===== config.mk =====
export PLATFORM = sky130hd
export DESIGN_NAME = posit_prec_scheduler
export DESIGN_NICKNAME = d
export VERILOG_FILES = /design/src/rtl/posit_prec_scheduler.sv
export SDC_FILE = /design/constraint.sdc
export NUM_CORES = 1
export LEC_CHECK = 0
export ABC_AREA = 1
export CAP_MARGIN = 25
export CORE_MARGIN = 2
export CORE_UTILIZATION = 35
export CTS_CLUSTER_DIAMETER = 120
export CTS_CLUSTER_SIZE = 30
export DETAILED_ROUTE_END_ITERATION = 12
export PLACE_DENSITY = 0.57
export SLEW_MARGIN = 10
export SYNTH_ARGS = -nofsm -noshare
export SYNTH_HDL_FRONTEND = slang
export SYNTH_SLANG_ARGS = --single-unit

===== constraint.sdc =====
create_clock -name clk -period 5.7 [get_ports clk]
set_input_delay 1.14 -clock clk [delete_from_list [all_inputs] [get_ports clk]]
set_output_delay 1.14 -clock clk [all_outputs]
set_load 0.03 [all_outputs]

===== src/rtl/posit_prec_scheduler.sv =====
// Operand issue / precision-reconfiguration sequencer with a credit-protected result FIFO.
// Optional perf counters are compiled in with `define POSIT_SCHED_PERF_EN.
module posit_prec_scheduler #(
  parameter int FULL_L     = 32,
  parameter int RES_DEPTH  = 8,
  parameter int SETTLE_CYC = 2
) (
  input  logic              clk,
  input  logic              rst_n,
  input  logic              cfg_valid,
  input  logic [1:0]        cfg_prec,
  output logic              cfg_ready,
  input  logic              in_valid,
  input  logic [FULL_L-1:0] in_a,
  input  logic [FULL_L-1:0] in_b,
  output logic              in_ready,
  output logic              dp_valid,
  output logic [FULL_L-1:0] dp_a,
  output logic [FULL_L-1:0] dp_b,
  output logic [1:0]        dp_prec,
  input  logic              dp_res_valid,
  input  logic [FULL_L-1:0] dp_res,
  output logic              out_valid,
  output logic [FULL_L-1:0] out_data,
  output logic [1:0]        out_prec,
  input  logic              out_ready,
  output logic              busy,
  output logic [1:0]        err
`ifdef POSIT_SCHED_PERF_EN
  ,
  input  logic              perf_clr,
  output logic [31:0]       perf_issue,
  output logic [31:0]       perf_stall
`endif
);

  localparam int CW = $clog2(RES_DEPTH + 1);

  typedef enum logic [1:0] {S_RUN, S_DRAIN, S_RECFG} state_t;

  state_t              r_state;
  logic [1:0]          r_pend_prec;
  logic [1:0]          r_dp_prec;
  logic [3:0]          r_settle;
  logic [CW-1:0]       r_inflight;
  logic [CW-1:0]       r_cnt;
  logic                r_out_valid;
  logic                r_dp_valid;
  logic [FULL_L-1:0]   r_dp_a;
  logic [FULL_L-1:0]   r_dp_b;
  logic [1:0]          r_err;
  logic [FULL_L+1:0]   r_mem [RES_DEPTH];

  logic                w_credit_ok;
  logic                w_in_ready;
  logic                w_cfg_ready;
  logic                w_issue;
  logic                w_cfg_hs;
  logic                w_push;
  logic                w_pop;
  logic [CW-1:0]       w_wr_idx;
  logic [CW-1:0]       w_cnt_nxt;

  // Credit covers both in-flight and buffered results so the FIFO can never overflow.
  assign w_credit_ok = ({1'b0, r_inflight} + {1'b0, r_cnt}) < (CW+1)'(RES_DEPTH);
  assign w_cfg_ready = (r_state == S_RUN);
  assign w_in_ready  = (r_state == S_RUN) && !cfg_valid && w_credit_ok;
  assign w_issue     = in_valid && w_in_ready;
  assign w_cfg_hs    = cfg_valid && w_cfg_ready;
  assign w_push      = dp_res_valid && (r_inflight != '0);
  assign w_pop       = r_out_valid && out_ready;
  assign w_wr_idx    = r_cnt - CW'(w_pop);
  assign w_cnt_nxt   = r_cnt + CW'(w_push) - CW'(w_pop);

  assign cfg_ready = w_cfg_ready;
  assign in_ready  = w_in_ready;
  assign busy      = (r_state != S_RUN) || (r_inflight != '0);
  assign dp_valid  = r_dp_valid;
  assign dp_a      = r_dp_a;
  assign dp_b      = r_dp_b;
  assign dp_prec   = r_dp_prec;
  assign out_valid = r_out_valid;
  assign out_data  = r_mem[0][FULL_L-1:0];
  assign out_prec  = r_mem[0][FULL_L+1:FULL_L];
  assign err       = r_err;

  always_ff @(posedge clk) begin
    if (!rst_n) begin
      r_state     <= S_RUN;
      r_pend_prec <= 2'd0;
      r_dp_prec   <= 2'd0;
      r_settle    <= 4'd0;
      r_inflight  <= '0;
      r_dp_valid  <= 1'b0;
      r_dp_a      <= '0;
      r_dp_b      <= '0;
      r_err       <= 2'b00;
    end else begin
      r_dp_valid <= w_issue;
      if (w_issue) begin
        r_dp_a <= in_a;
        r_dp_b <= in_b;
      end
      r_inflight <= r_inflight + CW'(w_issue) - CW'(w_push);
      if (w_cfg_hs && cfg_prec == 2'd3)         r_err[0] <= 1'b1;
      if (dp_res_valid && r_inflight == '0)     r_err[1] <= 1'b1;
      case (r_state)
        S_RUN: begin
          if (w_cfg_hs && cfg_prec != 2'd3 && cfg_prec != r_dp_prec) begin
            r_pend_prec <= cfg_prec;
            r_state     <= S_DRAIN;
          end
        end
        S_DRAIN: begin
          if (r_inflight == '0) begin
            r_state   <= S_RECFG;
            r_dp_prec <= r_pend_prec;
            r_settle  <= 4'(SETTLE_CYC - 1);
          end
        end
        S_RECFG: begin
          if (r_settle == 4'd0) r_state  <= S_RUN;
          else                  r_settle <= r_settle - 4'd1;
        end
        default: r_state <= S_RUN;
      endcase
    end
  end

  // Shift-register FIFO: entry 0 is the registered head driving the outputs.
  always_ff @(posedge clk) begin
    if (!rst_n) begin
      r_cnt       <= '0;
      r_out_valid <= 1'b0;
      for (int i = 0; i < RES_DEPTH; i++) r_mem[i] <= '0;
    end else begin
      r_cnt       <= w_cnt_nxt;
      r_out_valid <= (w_cnt_nxt != '0);
      if (w_pop) begin
        for (int i = 0; i < RES_DEPTH - 1; i++) r_mem[i] <= r_mem[i+1];
      end
      for (int i = 0; i < RES_DEPTH; i++) begin
        if (w_push && w_wr_idx == CW'(i)) r_mem[i] <= {r_dp_prec, dp_res};
      end
    end
  end

`ifdef POSIT_SCHED_PERF_EN
  logic [31:0] r_perf_issue;
  logic [31:0] r_perf_stall;

  always_ff @(posedge clk) begin
    if (!rst_n || perf_clr) begin
      r_perf_issue <= '0;
      r_perf_stall <= '0;
    end else begin
      if (w_issue && !(&r_perf_issue))                  r_perf_issue <= r_perf_issue + 32'd1;
      if (in_valid && !w_in_ready && !(&r_perf_stall))  r_perf_stall <= r_perf_stall + 32'd1;
    end
  end

  assign perf_issue = r_perf_issue;
  assign perf_stall = r_perf_stall;
`endif

endmodule

==> reports/metrics.yaml, run 1 <==
status:
  outcome: "completed"
route:
  routed_wl_um: 37000
  vias_per_cell: 4.54
  ant_nets: 0
  wire_per_inst_um: 13.6
  drt_pass1_iterations: 5
  drt-initial-drc-count: 768
  route.vias.total: 12400
  drc: 0
clock_tree:
  postCtsHoldBufs: 0
  numCtsBuffers: 16
  root_buffer: "clkbuf_16"
  cts_sinks: 358
  worst_skew_pair.late_latency_ns: 0.53
  cts_tree: "built"
  clk_path_buf_depth: 3
  post-cts-setup-buffers: 0
  path_clk_slew_ns: 0.12
  htree_levels: 1
  cts.repair.resized: 0
place:
  gp_congestion: 0.799
  portBuffers: 210
  dpl.hpwl_um: 26300
synthesis:
  synth-seq-cells: 358
  synth.avg_cell_area_um2: 8.71
  syn_inst: 1996
  yosysSeqAreaShare: 0.569
  syn_area_mm2: 0.0174
  yosys_warnings: 0
  yosysUniqueCellTypes: 34
  synth_fp_nets: 2119
worst_setup_path:
  r2r_slack_ns: 2.54
  crit_fanout: 66
  cp-end-kind: "primary output"
  cp-start-kind: "flop"
  timing.rr.end: "r_mem[1][81]$_DFFE_PP_"
  required_ns: 4.56
  path_cells: "ha_1 -> nand2_2 -> buf_4 -> and2_1 -> clkdlybuf4s50_1"
  crit_slowest_cell: "clkdlybuf4s50_1"
  arrival_ns: 2.94
  criticalPathCategory: "reg2out"
  worstRegToRegCells: 9
  slowest_delay_ns: 0.70
  r2r-start: "out_valid$_SDFF_PN0_"
hold_path:
  worstHoldStart: "err[0]$_SDFFE_PN0P_"
  holdPathStages: 2
  worst_hold_path_type: "reg2reg"
  hold_path_end: "err[0]$_SDFFE_PN0P_"
global_routing:
  overflow: 0
  grt_pass1_wl_um: 60700
  antenna_found_initial: 2
  grt_max_degree: 109
  grt_pass1_vias: 11700
  track_usage: 0.145
cells_and_area:
  final_common_cell: "nand2_1"
  mostFrequentLayoutCells: "nand2_1 (573), nand3_1 (280), edfxtp_1 (272)"
  multi_input_area_mm2: 0.00554
  drive_gt1_frac: 0.0354
  num_antenna_cells: 0
  syn2layout_area_growth_pct: 15.5
  regArea_mm2: 0.00989
  fill_cells: 4850
  fin_nets: 2178
sta:
  setup_violations: 0
  rsz0062_at_grt: "no"
  final_hold_viol_count: 0
  finalSetupTns_ns: 0
  fmax_ghz: 0.245
  maxSlewViolCount: 0
  worst_hold_slack_ns: 0.464
  period_share: 0.715
  relSlewSlack: 0.378
  worst-slew-pin-transition_ns: 0.929
  period_needed_ns: 4.08
  skew_ns: 0.0250
power_and_ir_drop:
  power_density_mw_per_mm2: 390
  ir_worst_vdd_uv: 233
  finalPower_w: 0.00784
  power_leakage_nw: 8.80
floorplanning:
  start_util: 0.355
  die_area_mm2: 0.0515
  die_w_um: 227
  die_y_um: 227
  row_count: 81
  core_area_mm2: 0.0490
  io_pins: 211
job:
  max_cap_violations: 0
-- layout make-up --
cell class              instances  share of cell area
clock inverters                 4             0.00237
inverters                     266              0.0498
clock buffers                  20              0.0217
flip-flops and latches        358               0.492
multi-input cells            1180               0.276
repair buffers                233               0.117
well taps                     664              0.0414
-- through the flow --
step / util / instance area (µm²) / setup slack (ns) / std cells
after floorplan: - / 17400 / 0.317 / 1996
after global placement: 0.399 / 19500 / 1.27 / 2698
after detailed placement: 0.399 / 19500 / 1.20 / 2698
after CTS: 0.409 / 20000 / 1.56 / 2722
after global routing: 0.410 / 20100 / 1.43 / 2725
final: 0.410 / 20100 / 1.62 / 2725
-- worst max-delay path by stage --
stage,start,endpoint,slack [ns],cells after the start
floorplan,out_ready,r_mem[0][102]$_SDFFCE_PN0P_,0.32,8
global placement,out_ready,r_mem[1][89]$_DFFE_PP_,1.27,10
detailed placement,out_ready,r_mem[0][81]$_SDFFCE_PN0P_,1.20,9
CTS,r_cnt[2]$_SDFF_PN0_,in_ready,1.56,5
global route,r_cnt[2]$_SDFF_PN0_,in_ready,1.43,5
finish,r_cnt[2]$_SDFF_PN0_,in_ready,1.62,5
-- worst max-delay path: cells and delay by family (launching register included) --
family                   cells  cell delay [ns]
flip-flops                   1             0.54
adder cells (fa/ha/maj)      1             0.31
buffers and inverters        2             1.24
AND/OR/NAND/NOR              2             0.30
-- cells by family (layout without fill, tap and decap cells) --
logic type                 Yosys count  count (layout)  share of synthesized area
AOI/OAI and AO/OA                   89              89                     0.0308
xor gates and xnor gates             5               5                    0.00360
adders and majority gates           19              19                     0.0145
buffers and inverters              458             523                      0.116
DFF                                358             358                      0.569
and+or+nand+nor                   1067            1067                      0.266
-- flip-flops by register name (all words and copies together) (netlist names), 2 cells and up --
| name | flops |
|---|---|
| r_inflight | 4 |
| r_mem | 272 |
| r_pend_prec | 2 |
| r_settle | 4 |
| dp_prec | 2 |
| dp_a | 32 |
| r_cnt | 4 |
| r_state | 2 |
| dp_b | 32 |
| err | 2 |
-- routing by layer --
| metal | wire (µm) | GRT usage | vias up |
|---|---|---|---|
| met1 | 16700 | 0.188 | 5511 |
| met2 | 16200 | 0.235 | 337 |
| met3 | 3320 | 0.0448 | 44 |
| met4 | 811 | 0.0350 | 4 |
| met5 | 24 | 0 | - |
| li1 | - | - | 6470 |
-- where the power goes --
group	total, W	leakage [nW]	internal, W	switching (W)
Sequential	0.00370	3.62	0.00349	0.000209
Combinational	0.00276	4.95	0.000905	0.00185
Clock	0.00138	0.234	0.000565	0.000816
Total	0.00784	8.80	0.00496	0.00288
-- Yosys cell counts --
library cell  count  area, µm²
a21o_1            1       7.51
a21oi_1          13       65.1
and2_1            1       6.26
buf_1            22       82.6
buf_2            81        405
buf_4            42        315
buf_6             5       56.3
clkbuf_1         42        158
clkinv_1          1       3.75
clkinv_2          1       5.00
dfxtp_1          86       1720
edfxtp_1        272       8170
fa_1              2       40.0
ha_1             17        213
inv_1           262        983
inv_2             2       7.51
nand2_1         574       2150
nand2_2           5       31.3
nand2_4           3       33.8
nand3_1         281       1410
nand3_2           2       20.0
nand4_1          67        419
nor2_1          122        458
nor2_2            4       25.0
nor2_4            1       11.3
nor2_8            2       40.0
nor3_1            3       15.0
o21a_1            1       7.51
o21ai_0          34        170
o21ai_1           6       30.0
o21bai_1         34        255
or2_2             2       12.5
xnor2_1           4       35.0
xnor2_4           1       27.5
No activity file was read; power rests on OpenSTA's default activity.
==> inputs of run 2 (changes only) <==
--- a/config.mk
+++ b/config.mk
@@ -12,7 +12,7 @@
 export CTS_CLUSTER_DIAMETER = 120
 export CTS_CLUSTER_SIZE = 30
 export DETAILED_ROUTE_END_ITERATION = 12
-export PLACE_DENSITY = 0.57
+export PLACE_DENSITY = 0.55
 export SLEW_MARGIN = 10
 export SYNTH_ARGS = -nofsm -noshare
 export SYNTH_HDL_FRONTEND = slang
==> constraint.sdc (replaced) <==
create_clock -name clk -period 3.9 [get_ports clk]
set_input_delay 0.78 -clock clk [delete_from_list [all_inputs] [get_ports clk]]
set_output_delay 0.78 -clock clk [all_outputs]
set_load 0.03 [all_outputs]
==> run 2 against run 1 <==
  * Utilization up 0.40 points
  * Clock-buffer cell count unchanged
  * Sequential power increased by 46%
  * Highest routed layer unchanged
  * Die area stayed put
  * Wire length increased by 2.0%
  * Global-route usage up 0.35 points
  * Setup slack got worse by 1.1 ns
  * Cell area rose by 0.98%
  * Largest power group unchanged
  * Hold slack got worse by 0.0057 ns
==> reports/metrics.yaml, run 2 (synthesis results as in run 1) <==
hold_path:
  worst_hold_path_type: "reg2reg"
worst_setup_path:
  required_ns: 3.12  # -1.44 ns
  crit_fanout: 3  # -95%
  cp-start-kind: "input port"
  arrival_ns: 2.58  # -0.36 ns
  criticalPathCategory: "in2out"
  cp-end-kind: "primary output"
floorplanning:
  die_y_um: 227  # unchanged
  io_pins: 211  # unchanged
  start_util: 0.355  # unchanged
  row_count: 81  # unchanged
  die_area_mm2: 0.0515  # unchanged
  core_area_mm2: 0.0490  # unchanged
  die_w_um: 227  # unchanged
clock_tree:
  cts.repair.resized: 0  # unchanged
  cts_sinks: 358  # unchanged
  cts_tree: "built"
  post-cts-setup-buffers: 0  # unchanged
  path_clk_slew_ns: 0.12  # about the same
  root_buffer: "clkbuf_16"
  postCtsHoldBufs: 0  # unchanged
  numCtsBuffers: 16  # unchanged
  htree_levels: 1  # unchanged
  worst_skew_pair.late_latency_ns: 0.54  # about the same
  clk_path_buf_depth: 3  # unchanged
cells_and_area:
  largest_reg_flops: 272  # unchanged
  num_antenna_cells: 0  # unchanged
  drive_gt1_frac: 0.0438  # +0.00837
  fin_nets: 2196  # +0.83%
  final_common_cell: "nand2_1"
  top_register: "r_mem"
  mostFrequentLayoutCells: "nand2_1 (573), nand3_1 (280), edfxtp_1 (272)"
  design_area_mm2: 0.0203  # +0.98%
  multi_input_area_mm2: 0.00554  # unchanged
  stdcell_count: 2742  # +0.62%
  regArea_mm2: 0.00989  # unchanged
  fill_cells: 4832  # -0.37%
  syn2layout_area_growth_pct: 16.6
global_routing:
  grt_pass1_wl_um: 62000  # +2.1%
  track_usage: 0.148  # +0.00352
  grt_pass1_vias: 11800  # +0.26%
  antenna_found_initial: 1  # -1
  overflow: 0  # unchanged
  grt_max_degree: 83  # -24%
sta:
  fmax_ghz: 0.297
  period_needed_ns: 3.36
  relSlewSlack: 0.386  # +0.00820
  rsz0062_at_grt: "no"
  setup_ws_ns: 0.537  # -1.09 ns
  maxSlewViolCount: 0  # unchanged
  period_share: 0.862
  skew_ns: 0.0250  # -0.0000402 ns
  setup_violations: 0  # unchanged
  finalSetupTns_ns: 0  # unchanged
  final_hold_viol_count: 0  # unchanged
  worst-slew-pin-transition_ns: 0.921  # -0.00886 ns
route:
  wire_per_inst_um: 13.8  # +1.4%
  route.vias.total: 12500  # +0.90%
  ant_nets: 0  # unchanged
  drc: 0  # unchanged
  routed_wl_um: 37800  # +2.0%
  drt-initial-drc-count: 723  # -5.9%
  vias_per_cell: 4.55  # +0.27%
  drt_pass1_iterations: 5  # unchanged
place:
  portBuffers: 210  # unchanged
  gp_congestion: 0.759  # -5.0%
  dpl-instance-area_mm2: 0.0198  # +1.4%
  dpl_worst_slack_ns: 0.514  # -0.687 ns
  place_inst: 2719  # +0.78%
  dpl.hpwl_um: 26800  # +2.0%
power_and_ir_drop:
  finalPower_w: 0.0116  # +48%
  ir_worst_vdd_uv: 391  # +67%
  power_leakage_nw: 8.91  # +1.2%
  power_density_mw_per_mm2: 570  # +46%
job:
  max_cap_violations: 0  # unchanged
status:
  outcome: "completed"
run 2: where the power goes:
| group | leakage (nW) | total (W) | switching [W] | internal, W |
|---|---|---|---|---|
| clock network | 0.233 | 0.00202 | 0.00120 | 0.000826 |
| registers | 3.62 | 0.00541 | 0.000307 | 0.00510 |
| logic | 5.05 | 0.00414 | 0.00273 | 0.00140 |
| total | 8.91 | 0.0116 | 0.00424 | 0.00733 |
run 2: stage by stage:
stage / utilization / hold WS (ns)
2_1_floorplan: - / 0.475
3_3_place_gp: 0.405 / 0.444
3_5_place_dp: 0.405 / 0.443
4_1_cts: 0.414 / 0.461
5_1_grt: 0.414 / 0.487
6_report: 0.414 / 0.459
run 2: path summary, 6_finish.rpt:
| kind | from | to | slack [ns] | cells after the start |
|---|---|---|---|---|
| max | cfg_valid | in_ready | 0.54 | 5 |
| min | err[1]$_SDFFE_PN0P_ | err[1]$_SDFFE_PN0P_ | 0.46 | 2 |
| max reg2reg | out_valid$_SDFF_PN0_ | r_mem[0][21]$_DFFE_PP_ | 1.27 | 10 |
| min reg2reg | err[1]$_SDFFE_PN0P_ | err[1]$_SDFFE_PN0P_ | 0.46 | 2 |
run 2: critical path: stages:
cell and delay (ns):
clkdlybuf4s50_1 0.46, or2_2 0.34, nor2_4 0.15, and2_1 0.14, clkdlybuf4s50_1 0.72
run 2: routing by layer:
layer	GRT usage	part of all wire	wire, µm
met1	0.197	0.46	17300
met2	0.238	0.44	16600
met3	0.0481	0.088	3310
met4	0.0265	0.015	556
met5	0	0.00034	13
run 2: layout make-up:
class                      count  area share
sequential                   358       0.488
multi-input combinational   1180       0.273
timing repair buffer         251       0.126
inverter                     266      0.0493
tap                          664      0.0410
clock buffer                  20      0.0215
clock inverter                 3     0.00179
